`src/rtl/dac_i2s_serializer.sv`:
```
// dac_i2s_serializer: stereo 16-bit I2S transmitter with a one-pair hold register.
// Optional macro DAC_UNDERRUN_COUNT_EN adds a saturating underrun_count output.
module dac_i2s_serializer #(
  parameter int BCLK_DIV = 4
) (
  input  logic        clock,
  input  logic        reset,
  input  logic [15:0] sample_l,
  input  logic [15:0] sample_r,
  input  logic        sample_valid,
  output logic        sample_ready,
  output logic        i2s_bclk,
  output logic        i2s_lrclk,
  output logic        i2s_sdata
`ifdef DAC_UNDERRUN_COUNT_EN
  ,
  output logic [7:0]  underrun_count
`endif
);
  localparam logic [0:0] IDLE = 1'b0;
  localparam logic [0:0] RUN  = 1'b1;
  logic [0:0]  state;
  logic [7:0]  div;
  logic [4:0]  slot;
  logic [4:0]  slot_nx;
  logic [31:0] shifter;
  logic [31:0] hold;
  logic        hold_full;
  logic        accept;
  logic        tc;
  logic        fall;
  logic        load;
  assign sample_ready = !hold_full;
  assign accept       = sample_valid && sample_ready;
  assign tc           = div == 8'(BCLK_DIV - 1);
  assign fall         = state == RUN && tc && i2s_bclk;
  assign slot_nx      = slot + 5'd1;
  assign load         = fall && slot_nx == 5'd0;
  always_ff @(posedge clock or negedge reset) begin
    if (!reset) begin
      state     <= IDLE;
      div       <= '0;
      slot      <= '0;
      shifter   <= '0;
      hold      <= '0;
      hold_full <= 1'b0;
      i2s_bclk  <= 1'b0;
      i2s_lrclk <= 1'b1;
      i2s_sdata <= 1'b0;
    end else if (state == IDLE) begin
      if (accept) begin
        state     <= RUN;
        shifter   <= {sample_l, sample_r};
        i2s_lrclk <= 1'b0;
      end
    end else begin
      div <= tc ? 8'd0 : div + 8'd1;
      if (tc) i2s_bclk <= ~i2s_bclk;
      // slot k>0 carries bit 32-k == ~(k-1); slot 0 carries the previous frame's LSB
      if (fall) begin
        slot      <= slot_nx;
        i2s_lrclk <= slot_nx[4];
        i2s_sdata <= load ? shifter[0] : shifter[~slot];
      end
      if (load) shifter <= hold_full ? hold : accept ? {sample_l, sample_r} : 32'h0;
      if (load) hold_full <= 1'b0;
      else if (accept) begin
        hold      <= {sample_l, sample_r};
        hold_full <= 1'b1;
      end
    end
  end
`ifdef DAC_UNDERRUN_COUNT_EN
  always_ff @(posedge clock or negedge reset) begin
    if (!reset) underrun_count <= '0;
    else if (load && !hold_full && !accept && underrun_count != 8'hff) underrun_count <= underrun_count + 8'd1;
  end
`endif
endmodule
```
`config.mk`:
```
export PLATFORM = sky130hd
export DESIGN_NAME = dac_i2s_serializer
export DESIGN_NICKNAME = d
export VERILOG_FILES = /design/src/rtl/dac_i2s_serializer.sv
export SDC_FILE = /design/constraint.sdc
export NUM_CORES = 1
export LEC_CHECK = 0
export ABC_AREA = 1
export CORE_MARGIN = 5
export CORE_UTILIZATION = 52
export DETAILED_ROUTE_END_ITERATION = 12
export GPL_TIMING_DRIVEN = 0
export PLACE_DENSITY = 0.87
export SLEW_MARGIN = 5
export SYNTH_ARGS = -nofsm -noshare
export SYNTH_HDL_FRONTEND = slang
export SYNTH_SLANG_ARGS = --single-unit
```
`constraint.sdc`:
```
create_clock -name clock -period 1.8 [get_ports clock]
set_input_delay 0.27 -clock clock [delete_from_list [all_inputs] [get_ports clock]]
set_output_delay 0.27 -clock clock [all_outputs]
set_load 0.02 [all_outputs]
```
### Word-level counts from Yosys, hierarchy flattened

Cells that the tools add are included.

* add/sub/neg operators: 2
* order comparisons: 1
* equality and inequality tests: 3
* multiplexer cells: 16
* bitwise gates (word level): 3
* reductions and logical operators: 14

Operator list (count)
* $mux W32: 5
* $reduce_and A2 Y1: 5
* $mux W1: 9
* $add A8 B1 Y8 const B: 1
* $eq A8 B2 Y1 const B: 1
* $mux W8: 1
* $lt A5 B6 Y1 const B: 1
* $add A5 B1 Y5 const B: 1
* $bmux W1 S5: 1
* $logic_not A5 Y1: 1
* $not A5 Y5: 1
* $logic_and A1 B1 Y1: 4
* $ne A2 B1 Y1 const B: 2
* $reduce_bool A2 Y1: 2
* $reduce_and A3 Y1: 1
* $not A1 Y1: 2
* $logic_not A1 Y1: 1

* bits in registers: 82
* output and inout port bits: 4
* logic and storage cells: 48

### Longest topological paths before layout

* depth after elaboration: 6
* mapped depth: 12
* gate-level depth less buffers: 11

### Worst setup path before layout

Ideal clock, no wire load.

* kind: register -> register
* start: register div[0]
* end: register hold[10]
* arrival time: 1537 ps
* path slack: 142 ps
* stages on the path, launching flop included: 10
* path buffers: 1
* cells stage by stage: dfrtp_1 -> ha_1 -> nand2_1 -> nor3_2 -> nand3_4 -> nor2_4 -> nand2_4 -> nand2_4 -> buf_2 -> o21ai_1

* longest elaborated chain between the ends: 6

Ends and longest elaborated chain
* start, declared: RTL line 23 `logic [7:0] div;`
* start signal, assigned: RTL line 57 `div <= tc ? 8'd0 : div + 8'd1;`
* $eq A8 B2 Y1: RTL line 35 `assign tc = div == 8'(BCLK_DIV - 1);`
* $logic_and A1 B1 Y1 (2 in series): RTL line 36 `assign fall = state == RUN && tc && i2s_bclk;`
* $logic_and A1 B1 Y1: RTL line 38 `assign load = fall && slot_nx == 5'd0;`
* $not A1 Y1 (no source line)
* $reduce_and A3 Y1 (no source line)
* end signal, assigned: RTL line 68 `hold <= {sample_l, sample_r};`
* end, declared: RTL line 27 `logic [31:0] hold;`

Every way passes these cells.
A chain may end at the register's enable or synchronous reset.

### Worst setup path in the final report

* start: register div[1]
* end: register shifter[3]

* longest elaborated chain between the ends: 6

Ends and longest elaborated chain
* $eq A8 B2 Y1: RTL line 35
* $logic_and A1 B1 Y1 (2 in series): RTL line 36
* $logic_and A1 B1 Y1: RTL line 38
* $ne A2 B1 Y1 (no source line)
* $reduce_and A2 Y1 (no source line)
* end signal, assigned: RTL line 53 `shifter <= {sample_l, sample_r};`
* end signal, assigned: RTL line 65 `if (load) shifter <= hold_full ? hold : accept ? {sample_l, sample_r} : 32'h0;`
* end, declared: RTL line 26 `logic [31:0] shifter;`

Every way passes these cells.

==> metrics.txt <==
Max VDD drop=531 uV; core footprint=7730 um^2; post-detail-place hpwl=6980 um; Critical R2R Launch=div[1]$_DFFE_PN0P_; TritonRoute pass-1 iters=6; crit-path max FO=7; final setup fails=9; Die X=99.1 um; asr flop ratio synth=1.00; Vias=3837; Final period util=1.01; clk_skew=0.00938 ns; row count=32; sequential cell area=2050 um^2; fin worst setup slack=-0.0176 ns; area of the multi-input gates=1750 um^2; CTS H-tree lvls=3; Critical Path AT=2.09 ns; CTS max path bufs=2; Overall Power=4.41 mW; clk sinks=82; GRT met2 Usage=0.342; via/cell ratio=5.57; power per cell area=842 nW/um^2; Max-slew headroom=0.655; WHS=0.413 ns; Syn Area/Cell=8.00 um^2; maxcap violations=0; Yosys reg bits=82; P_leak=2.56 nW; Tmin final=1.82 ns; area grow syn2layout=26.8%; DR WL/cell=15.7 um; Crit Path Category=reg2reg; CP required=2.07 ns; sequential share of the synthesized area=0.497; YS warnings=0; synthesized cell area=4130 um^2; die height=99.1 um; top post-synthesis cells by area=dfrtp_1 (49%), nand2_1 (11%), nand3_1 (6.8%), inv_1 (6.5%), o21ai_0 (5.7%); GR Util met1=0.265; post-route cell area=5240 um^2; post-route ant nets=0; Pins Over Slew Limit=0; Initial Utilization=0.534; post-synth top area cell=dfrtp_1; Max Clock Freq=550 MHz; ant diodes=0; worst min-delay path class=in2async; predominant post-synthesis flop cell=dfrtp_1; Synth Instances=516; vias in the first global route=3663; RSZ-0062 raised after global routing=yes; crit path launch type=register; placement-stage cell area=4660 um^2; clk slew on worst S/H paths=0.08 ns; CP Capture Type=register; Fillers=572; Syn Nets=554; CTS buffer count=9; Die ar.=9820 um^2; Net count, final=620; DRT iter0 DRCs=418; met3 Use GR=0.0379; Remaining Overflow, GRT=0; Remaining DRCs=0; Placed Cells incl. Taps=657; gp weighted congestion=0.913; Yosys cell types=31; total track usage=0.207; initial antenna violation count=0; worst slew pin tran=0.515 ns; Post-synth EDFFs=0; root buffer cell=clkbuf_8; most used routing layer in global routing=met2; layout cells sized above 1=0.160; # port buffers=38; largest net degree at the start of global routing=49; failing checks=setup timing; status=finished, violations left; Layout Cells excl Fill=689; Place WS=-0.212 ns; IO Pins=39; worst setup path startpoint=div[1]$_DFFE_PN0P_; top cell type's share of synthesized area=0.491; Final Hold Viols=0; first-pass GRT wire length=16500 um; TritonCTS clock tree=yes; clk_lat worst skew=0.35 ns; DRT Wirelength=10800 um
==> repair_timing <==
item	CTS	global route
hold buffers	1	0
resized for setup	10	57
pin swaps	2	7
endpoints found under the hold margin	34	0
gates cloned	0	4
setup endpoints to repair	65	66
setup buffers	3	8
==> report_power, final <==
group | leakage, nW | internal, mW | total, mW | switching, mW
logic | 1.51 | 0.330 | 0.719 | 0.389
registers | 0.939 | 2.08 | 2.21 | 0.131
clock network | 0.109 | 0.815 | 1.48 | 0.664
total | 2.56 | 3.22 | 4.41 | 1.18
==> path summary, 6_finish.rpt <==
path | end | slack (ns) | depth (start not counted)
min in group clock | hold[5]$_DFFE_PN0P_ | 0.47 | 3
setup / recovery | shifter[3]$_DFFE_PN0P_ | -0.02 | 10
setup reg to reg | shifter[3]$_DFFE_PN0P_ | -0.02 | 10
max in group asynchronous | i2s_lrclk$_DFFE_PN1P_ | 0.74 | 3
hold / removal | hold[15]$_DFFE_PN0P_ | 0.41 | 2
hold reg to reg | div[7]$_DFFE_PN0P_ | 0.48 | 1
==> layout make-up <==
type	count	share of cell area
plain buffers	27	0.0444
clock buffers	11	0.0270
clock inverters	5	0.0148
inverters	74	0.0530
multi-input cells	334	0.334
flip-flops and latches	82	0.392
well taps	102	0.0244
repair buffers	54	0.110
==> cells in the mapped netlist, types with 2 or more instances <==
cell type,count
a21oi_1,8
a21oi_2,5
a31oi_1,8
buf_1,2
buf_2,8
buf_4,6
buf_6,4
clkbuf_1,7
dfrtp_1,81
ha_1,3
inv_1,72
inv_2,2
nand2_1,122
nand2_4,2
nand3_1,56
nand4_1,2
nor2_1,27
nor2_4,2
nor3_1,2
o21ai_0,47
o21ai_1,34
xor2_1,7
==> state kept, by name, summed over array words and instances, names as in the netlist <==
register / cells
hold_full: 1
shifter: 32
i2s_lrclk: 1
slot: 5
div: 8
i2s_bclk: 1
hold: 32
i2s_sdata: 1
state: 1
==> critical path, stage by stage (launching register included) <==
cell and delay [ns]:
dfrtp_1 0.41, ha_4 0.17, nand2_4 0.05, nor3_4 0.21, nand3_4 0.13, nor2_4 0.18
nand2_8 0.12, nand2_8 0.16, buf_6 0.12, nor2_2 0.03, a21oi_1 0.14
==> kinds of logic after synthesis <==
kind of cell,synth area share
xor gates and xnor gates,0.0170
adders and majority gates,0.00909
buffers and inverters,0.107
AOI/OAI and AO/OA,0.134
DFF,0.497
and+or+nand+nor,0.235
==> layout by cell type (no fill, tap or decap), types with 4 or more instances in the layout <==
| cell type | netlist | final |
|---|---|---|
| a21oi_1 | 8 | 7 |
| a21oi_2 | 5 | 6 |
| a31oi_1 | 8 | 8 |
| buf_4 | 6 | 13 |
| buf_6 | 4 | 7 |
| buf_8 | 0 | 4 |
| clkbuf_1 | 7 | 5 |
| clkbuf_8 | 0 | 10 |
| clkdlybuf4s50_1 | 0 | 36 |
| dfrtp_1 | 81 | 80 |
| inv_1 | 72 | 71 |
| nand2_1 | 122 | 113 |
| nand2_2 | 0 | 7 |
| nand3_1 | 56 | 56 |
| nor2_1 | 27 | 20 |
| nor2_2 | 0 | 7 |
| o21ai_0 | 47 | 37 |
| o21ai_1 | 34 | 41 |
| xor2_1 | 7 | 7 |
==> stage by stage <==
step | utilization | TNS [ns]
after floorplan | - | 0
after global placement | 0.600 | -193.00
after detailed placement | 0.603 | -6.83
after CTS | 0.640 | 0
after global routing | 0.678 | -2.58
final | 0.678 | -0.0758
==> routing by layer <==
layer  routed length [um]  vias up  share of wire
li1                     -     1779              -
met1                 4500     1829           0.42
met2                 5320      191           0.49
met3                  706       38          0.065
met4                  295        0          0.027
met5                    0        -              0
Note: power is estimated with default switching activity, not from simulation.
==> edit (same flow settings) <==
The option `DAC_UNDERRUN_COUNT_EN` is turned on by a define.
--- a/src/rtl/dac_i2s_serializer.sv
+++ b/src/rtl/dac_i2s_serializer.sv
@@ -1,5 +1,7 @@
 // dac_i2s_serializer: stereo 16-bit I2S transmitter with a one-pair hold register.
 // Optional macro DAC_UNDERRUN_COUNT_EN adds a saturating underrun_count output.
+`define DAC_UNDERRUN_COUNT_EN
+
 module dac_i2s_serializer #(
   parameter int BCLK_DIV = 4
 ) (
Formal check against the unedited RTL (old outputs only; new: underrun_count): equivalent (equiv_simple and equiv_induct, registers matched by name and starting in step).
==> edit against the original RTL <==
The flow still finishes with violations (setup timing). Worst setup slack better by 7.1 ps. Die area up 11%. Synthesized area up 13%. Total power up 2.3%. Count of clock-buffer cells in the layout down 1. Final area up 9.5%. Wire length up 12%. Clock skew down 3.1 ps. Cell count up 11%. Sequential cell count up 8. Highest routed layer unchanged.
==> edit: results (changes against the original RTL) <==
stage,metric,value,unit,change
worst_setup_path,regToRegStartpoint,state,,
place,place.gp.congestion,0.966,,+5.7%
routing,drt_iter0_drc,348,,-17%
final_layout,diodes,0,,unchanged
clock_network,h-tree-depth,3,,unchanged
place,hpwl,8.18,mm,+17%
place,dp_cells,743,,+13%
sta,setup_slack,-10.5,ps,+7.12 ps
worst_setup_path,slowest_delay,390,ps,-20 ps
worst_hold_path,min_path_type,in2async,,
worst_setup_path,r2r_cells,8,,-2
place,dp_worst_setup_slack,-319,ps,-108 ps
synth,synthTopCellsByCount,"150 x nand2_1, 94 x nand3_1, 89 x dfrtp_1",,
routing,avgRoutedWirePerCell,15.8,um,+0.46%
clock_network,cts_buffers,9,,unchanged
synth,ys_types,30,,-3.2%
worst_setup_path,cp.arrival,2070,ps,-20 ps
sta,setup_viol,4,,-5
worst_setup_path,worst-path-max-fanout,10,,+3
synth,synthArstFlopShare,1.00,,unchanged
synth,yosys_most_used_dff,dfrtp_1,,
place,post_dp_cell_area,5270,um2,+13%
synth,syn_nets,627,,+13%
global_routing,grt_pass1_vias,4252,,+16%
synth,post_synth_main_area_contributors,"dfrtp_1 48%, nand2_1 12%, nand3_1 10%",,
outcome,violations,setup timing,,
synth,syn_inst,588,,+14%
sta,tns,-20.1,ps,+55.8 ps
sta,worst_hold_slack,315,ps,-98.0 ps
clock_network,post_cts_buffers,2,,-1
final_layout,fill_cells,673,,+18%
clock_network,root_buffer,clkbuf_8,,
worst_setup_path,crit_start,state,,
sta,finalClockSkew,6.24,ps,-3.15 ps
power_and_ir_drop,total_leakage_power,2.72,nW,+6.3%
routing,dr.pass1.iters,7,,+1
global_routing,antenna_found_initial,0,,unchanged
final_layout,drive_gt1_frac,0.127,,-0.0327
global_routing,grt_use_total,0.216,,+0.00885
routing,drt-vias-per-instance,5.77,,+3.6%
final_layout,area.sequential,2250,um2,+9.7%
outcome,status,"complete, but fails checks",,
clock_network,cts_resized,9,,-1
power_and_ir_drop,peakVddDrop,651,uV,+23%
worst_setup_path,crit_path_top_delay_cell,dfrtp_1,,
clock_network,cts_max_path_buffers,2,,unchanged
global_routing,grt_max_degree,74,,+51%
final_layout,fin_nets,693,,+12%
routing,drt-total-wl,12.1,mm,+12%
place,port_buffers,46,,+21%
sta,tightest_slew,555,ps,+39.9 ps
synth,ys_seq_area_frac,0.484,,-0.0129
worst_setup_path,crit_path_end,underrun_count[5],,
worst_setup_path,cp_top_family,simple AND/OR/NAND/NOR gates,,
clock_network,insertion_delay,360,ps,
clock_network,clk_pin_slew,90,ps,
global_routing,grt_pass1_wl,19.7,mm,+19%
synth,yosys_warnings,0,,unchanged
clock_network,cts_hold_buf,1,,unchanged
final_layout,largestRegisters,"hold (32), shifter (32)",,
## edit: per-layer routing
metal | wire [um] | GRT usage
met5 | 0 | 0
met4 | 392 | 0.0822
met3 | 736 | 0.0432
met2 | 6070 | 0.351
met1 | 4900 | 0.286
## edit: logic make-up (layout without fill, tap and decap cells)
group | Yosys count | in the layout | share of synthesized area
compound gates | 85 | 85 | 0.0990
flops | 90 | 90 | 0.484
simple gates | 323 | 323 | 0.310
buf+inv | 77 | 148 | 0.0772
xor+xnor | 9 | 9 | 0.0186
fa+ha+maj | 4 | 4 | 0.0108
## edit: cell type report
class,count,area share
clock inverter,6,0.0157
buffer,35,0.0448
clock buffer,10,0.0223
sequential,90,0.393
multi-input combinational,421,0.374
timing repair buffer,55,0.0989
tap,108,0.0236
inverter,42,0.0279
## edit: where the power goes
part | total, mW | internal [mW] | switching [mW]
Combinational | 0.608 | 0.277 | 0.332
Sequential | 2.39 | 2.26 | 0.133
Clock | 1.51 | 0.787 | 0.723
